### src/rtl/bus_dest_regs.sv
// Eight W-bit destination registers fed from a common bus.
// One LOAD/INC/CLR per accepted cycle, with registered Ack, Wrap and Last_dest.
module bus_dest_regs #(
  parameter int unsigned W = 16
) (
  input  logic         Clock,
  input  logic         Reset_n,
  input  logic [2:0]   Selection,
  input  logic [1:0]   Operation,
  input  logic         Enable,
  input  logic [W-1:0] Bus_in,
  output logic [W-1:0] Output0,
  output logic [W-1:0] Output1,
  output logic [W-1:0] Output2,
  output logic [W-1:0] Output3,
  output logic [W-1:0] Output4,
  output logic [W-1:0] Output5,
  output logic [W-1:0] Output6,
  output logic [W-1:0] Output7,
  output logic         Ack,
  output logic         Wrap,
  output logic [2:0]   Last_dest
);

  typedef enum logic [1:0] {
    OP_NOP  = 2'b00,
    OP_LOAD = 2'b01,
    OP_INC  = 2'b10,
    OP_CLR  = 2'b11
  } op_e;

  logic [W-1:0] r_regs [8];
  logic         r_ack;
  logic         r_wrap;
  logic [2:0]   r_last;

  op_e          w_op;
  logic         w_accept;
  logic [W-1:0] w_sel_val;

  always_comb begin
    w_op      = op_e'(Operation);
    w_accept  = Enable && (w_op != OP_NOP);
    w_sel_val = r_regs[Selection];
  end

  always_ff @(posedge Clock) begin
    if (!Reset_n) begin
      for (int unsigned i = 0; i < 8; i++) r_regs[i] <= '0;
      r_ack  <= 1'b0;
      r_wrap <= 1'b0;
      r_last <= '0;
    end else begin
      r_ack  <= w_accept;
      r_wrap <= w_accept && (w_op == OP_INC) && (w_sel_val == '1);
      if (w_accept) begin
        r_last <= Selection;
        // Bus_in is only sampled on the LOAD branch, so X/Z elsewhere never lands in state.
        case (w_op)
          OP_LOAD: r_regs[Selection] <= Bus_in;
          OP_INC:  r_regs[Selection] <= w_sel_val + 1'b1;
          OP_CLR:  r_regs[Selection] <= '0;
          default: ;
        endcase
      end
    end
  end

  assign Output0   = r_regs[0];
  assign Output1   = r_regs[1];
  assign Output2   = r_regs[2];
  assign Output3   = r_regs[3];
  assign Output4   = r_regs[4];
  assign Output5   = r_regs[5];
  assign Output6   = r_regs[6];
  assign Output7   = r_regs[7];
  assign Ack       = r_ack;
  assign Wrap      = r_wrap;
  assign Last_dest = r_last;

endmodule

### config.mk
export PLATFORM = sky130hd
export DESIGN_NAME = bus_dest_regs
export DESIGN_NICKNAME = d
export VERILOG_FILES = /design/src/rtl/bus_dest_regs.sv
export SDC_FILE = /design/constraint.sdc
export NUM_CORES = 1
export LEC_CHECK = 0
export CAP_MARGIN = 40
export CORE_MARGIN = 1.5
export CORE_UTILIZATION = 38
export CTS_CLUSTER_SIZE = 16
export DETAILED_ROUTE_END_ITERATION = 16
export GPL_TIMING_DRIVEN = 1
export PLACE_DENSITY = 0.67
export SLEW_MARGIN = 10
export SYNTH_ARGS = -nofsm -noshare
export SYNTH_HDL_FRONTEND = slang
export SYNTH_SLANG_ARGS = --single-unit
### constraint.sdc
create_clock -name Clock -period 2.85 [get_ports Clock]
set_input_delay 0.285 -clock Clock [delete_from_list [all_inputs] [get_ports Clock]]
set_output_delay 0.285 -clock Clock [all_outputs]
set_load 0.01 [all_outputs]
* Word-level counts from Yosys, hierarchy flattened
Memory sizes are Yosys's and may differ from the RTL's.
Index checks and enable logic that the tools add are counted.
** Cells by class
- $add $sub $neg :: 1
- Equal/unequal tests :: 4
- Multiplexer cells :: 18
- Bitwise gates (word level) :: 2
- Reductions and logical operators :: 5
** Operators by type and width (count)
- $mux W16 :: 3
- $add A16 B1 Y16 const B :: 1
- $eq A16 B16 Y1 const B :: 1
- $reduce_or A16 Y1 :: 1
- $mux W1 :: 14
- $eq A2 B2 Y1 const B :: 2
- $logic_and A1 B1 Y1 :: 3
- $mux W3 :: 1
- $eq A2 B1 Y1 const B :: 1
- $or A1 B1 Y1 :: 2
- $reduce_bool A2 Y1 :: 1
** Word-level totals
- Register bits :: 5
- Memory bits (writable) :: 128
- Output and inout bits :: 133
- Memories :: 1
** Memories
- r_regs :: words 8, bits a word 16, read ports 9, clocked after Yosys merged registers in 0, wr ports 8, RTL line 32 : logic [W-1:0] r_regs [8];

* Longest topological paths before layout
- Depth in word-level cells :: 9
- Depth in mapped cells :: 9
- Mapped depth without buffers :: 8

* Least setup slack after synthesis
Ideal clock, no wire load.
- Path kind :: input -> register
- From :: input Selection[0]
- To :: memory r_regs[0][13], data pin
- Setup time :: 0.266 ns
- Arrival :: 2.337 ns
- Data required time :: 2.584 ns
- Setup slack :: 0.247 ns
- Stages :: 9
- Cells stage by stage :: buf_6 buf_12 mux4_2 mux2i_2 nor4_4 nand2_1 or4_1 a32oi_2 nor2_1
** RTL lines
- start, declared :: RTL line 8 : input logic [2:0] Selection,
- end, declared :: RTL line 32

==> summary.txt <==
Setup path
  • Critical path type: register to register
  • Worst path arrival time: 2.78 ns
  • CP Max Fanout: 8
  • Crit start category: register
  • WP data required: 3.01 ns
  • CP Capture Type: register

STA
  • Setup violations, final: 0
  • Setup TNS: 0 ns
  • Post-route clock period utilization: 91.8%
  • Final-report max-slew violation count: 0
  • Slew at the pin with the worst max-slew slack: around 0.57 ns
  • Relative slew slack: 61.7%
  • Final hold violation count: 0
  • Fmax: ~0.38 GHz
  • Fin crit period: 2.62 ns
  • Layout Skew: between 0.007 and 0.008 ns
  • RSZ-0062 raised after global routing: no

Power and ir drop
  • Sw Pwr: 1210 µW
  • Pleak: 0.00334 µW
  • Switching part of the total: a little under a quarter
  • Sequential fraction of design power: a little over two fifths
  • Combinational power share: 12.8%
  • Power per cell area: approximately 580 nW/µm²
  • Clk pwr share: between 40% and 50%
  • VDD IR max: 0.000431 V
  • Pint: 4000 µW

Synthesis
  • Synth area leader: edfxtp_1
  • Post-synth EDFFs: 128
  • Avg Cell Area, Syn: 14.6 µm²
  • Mapped cell area: 6310 µm²
  • Synth top area cells: edfxtp_1, nor2_1, mux4_1
  • Synth cell types: 43
  • FF+latch count, synth: ~130
  • Top cells by count, synth: nor2_1, edfxtp_1, nand2_1
  • Count leader, synth: nor2_1
  • FFs w/ async S/R, synth: 0%
  • Ys Warns: 0
  • Synth Net Count: 457
  • Top-area cell type share of the netlist area: 60.9%
  • Primary FF master, synth: edfxtp_1
  • Sequential area share after synthesis: 62.5%
  • Mapped Cells: between 400 and 500

Clocking
  • Hold-fix buffers at CTS: 0
  • Post-CTS Setup Inserts: 0
  • CTS sink cnt: 133
  • Post-CTS Resized: 0
  • Total CTS buffers: 17
  • CTS tree: done
  • Root Driver: clkbuf_16
  • Clk_lat worst skew: 0.43 ns
  • # H-tree levels: 4
  • Max Buffers Root-to-Sink: 2
  • Worst-path clk slew: approximately 0.06 ns

Layout
  • Layout cells sized above 1: 19.7%
  • Final cell count without fillers: between 800 and 900
  • Fillers: 1,277
  • Layout Nets: 668
  • Ant. Diodes: 0
  • Area grow syn2layout: 42.8%

Place
  • GPL Wtd Cong: 0.873
  • # port buffers: 156
  • Final HPWL DP: 14,000 µm
  • Dpl cells: 840

Detailed routing
  • DR vias/cell: 5.44
  • WL per Instance: 23.0 µm
  • DRC Markers: 0
  • Vias: approximately 4,700
  • Iteration-0 DRC Markers: approximately 420
  • Final ANT Viol Nets: 0
  • WL final: around 20,000 µm
  • DR pass1 iterations: 5

Hold path
  • Hold Path Class: input pin to register

Flow run
  • Max Cap Viol: 0

Run status
  • Status: completed

GRT
  • GR Util All Layers: 23.7%
  • Total congestion overflow: 0
  • Pin count of the biggest net entering global routing: 22
  • Initial antenna violation count: 0
  • Vias in the first global route: 4,811
  • First-pass GRT wire length: 29,800 µm

Die
  • FP Rows: 46
  • Die area: between 15,000 and 20,000 µm²
  • Die height: 132 µm
  • Starting density of the core: between 30 and 40%
  • Placeable Area: 16,100 µm²
  • # IOs: 157
  • Chip width: 132 µm
final timing paths:
check / slack [ns] / cells after the start / start / to
setup / recovery: 0.23 / 8 / r_regs[5][3] / r_regs[5][15]
hold / removal: 0.39 / 4 / Selection[0] / Last_dest[0]
setup reg to reg: 0.23 / 8 / r_regs[5][3] / r_regs[5][15]
hold reg to reg: 0.47 / 2 / Last_dest[1] / Last_dest[1]
flip-flops by register name, indices dropped and copies added (netlist names):
name,count
Last_dest,3
r_regs,128
Wrap,1
Ack,1
power by group through the flow:
stage                     combinational, µW  sequential, µW  clock [µW]
after floorplan                         270            2340           0
after global placement                  655            2310           0
after detailed placement                661            2310           0
after CTS                               666            2270        2290
after global routing                    701            2280        2350
final                                   666            2270        2280
placed cells by master (no fill, tap or decap), drive strengths merged, types with 2 or more instances in the layout:
master,Yosys,routed
or3,2,2
clkdlybuf4s50,0,154
nand3,6,6
a32oi,6,6
o31ai,2,2
a21oi,2,2
clkbuf,9,17
nand2,25,25
o21ai,3,3
xor2,3,3
nor2b,3,3
mux4,32,32
a21boi,3,3
mux2i,13,13
dfxtp,5,5
inv,3,3
or4,3,3
nand4,5,5
and3,2,2
edfxtp,128,128
clkinv,0,6
nor3,3,3
nor2,136,136
buf,16,63
xnor2,5,5
clkinvlp,0,5
bufinv,0,4
mux2,3,3
a22oi,8,8
metrics by stage:
| stage | util (%) | setup WS, ns | hold WS (ns) | power, µW | cell area, µm² |
|---|---|---|---|---|---|
| final | 56.1 | 0.233 | 0.391 | 5220 | 9010 |
| after global routing | 56.1 | 0.110 | 0.405 | 5340 | 9010 |
| after CTS | 56.1 | 0.220 | 0.376 | 5230 | 9010 |
| after detailed placement | 52.3 | -0.100 | 0.462 | 2970 | 8400 |
| after global placement | 52.3 | -0.0135 | 0.459 | 2960 | 8400 |
| after floorplan | - | 0.247 | 0.421 | 2610 | 6310 |
critical path: stages (launching register included):
cell and delay (ns):
edfxtp_1 0.38, mux4_1 0.32, mux2i_1 0.10, buf_4 0.17, nor3_4 0.21, nand2_1 0.16, or4_4 0.52, a32oi_4 0.41
nor2_1 0.08
cell type report:
cell class	instances	area, µm²	area share (%)
Timing Repair Buffer	217	2070	23.0
Inverter	3	11.3	0.125
Tap cell	216	270	3.00
Clock inverter	15	188	2.08
Clock buffer	17	425	4.72
Sequential cell	133	3940	43.8
Multi-Input combinational cell	271	2100	23.3
layer usage:
metal  track usage, %  vias up  wire length (µm)
met5                0        -                 0
met4             10.3        0               539
met3             5.61       43              1840
met2             39.5      284              9990
met1             29.5     2372              7730
li1                 -     2048                 -
logic make-up (layout without fill, tap and decap cells):
logic type	Yosys count	in the layout	share of synthesized area, %
and+or+nand+nor	189	189	13.2
DFF	133	133	62.5
muxes	48	48	15.3
buffers and inverters	28	252	4.20
AOI/OAI and AO/OA	25	25	3.55
xor gates and xnor gates	8	8	1.11
adders and majority gates	1	1	0.198
Power figures use the tool's default switching activity.
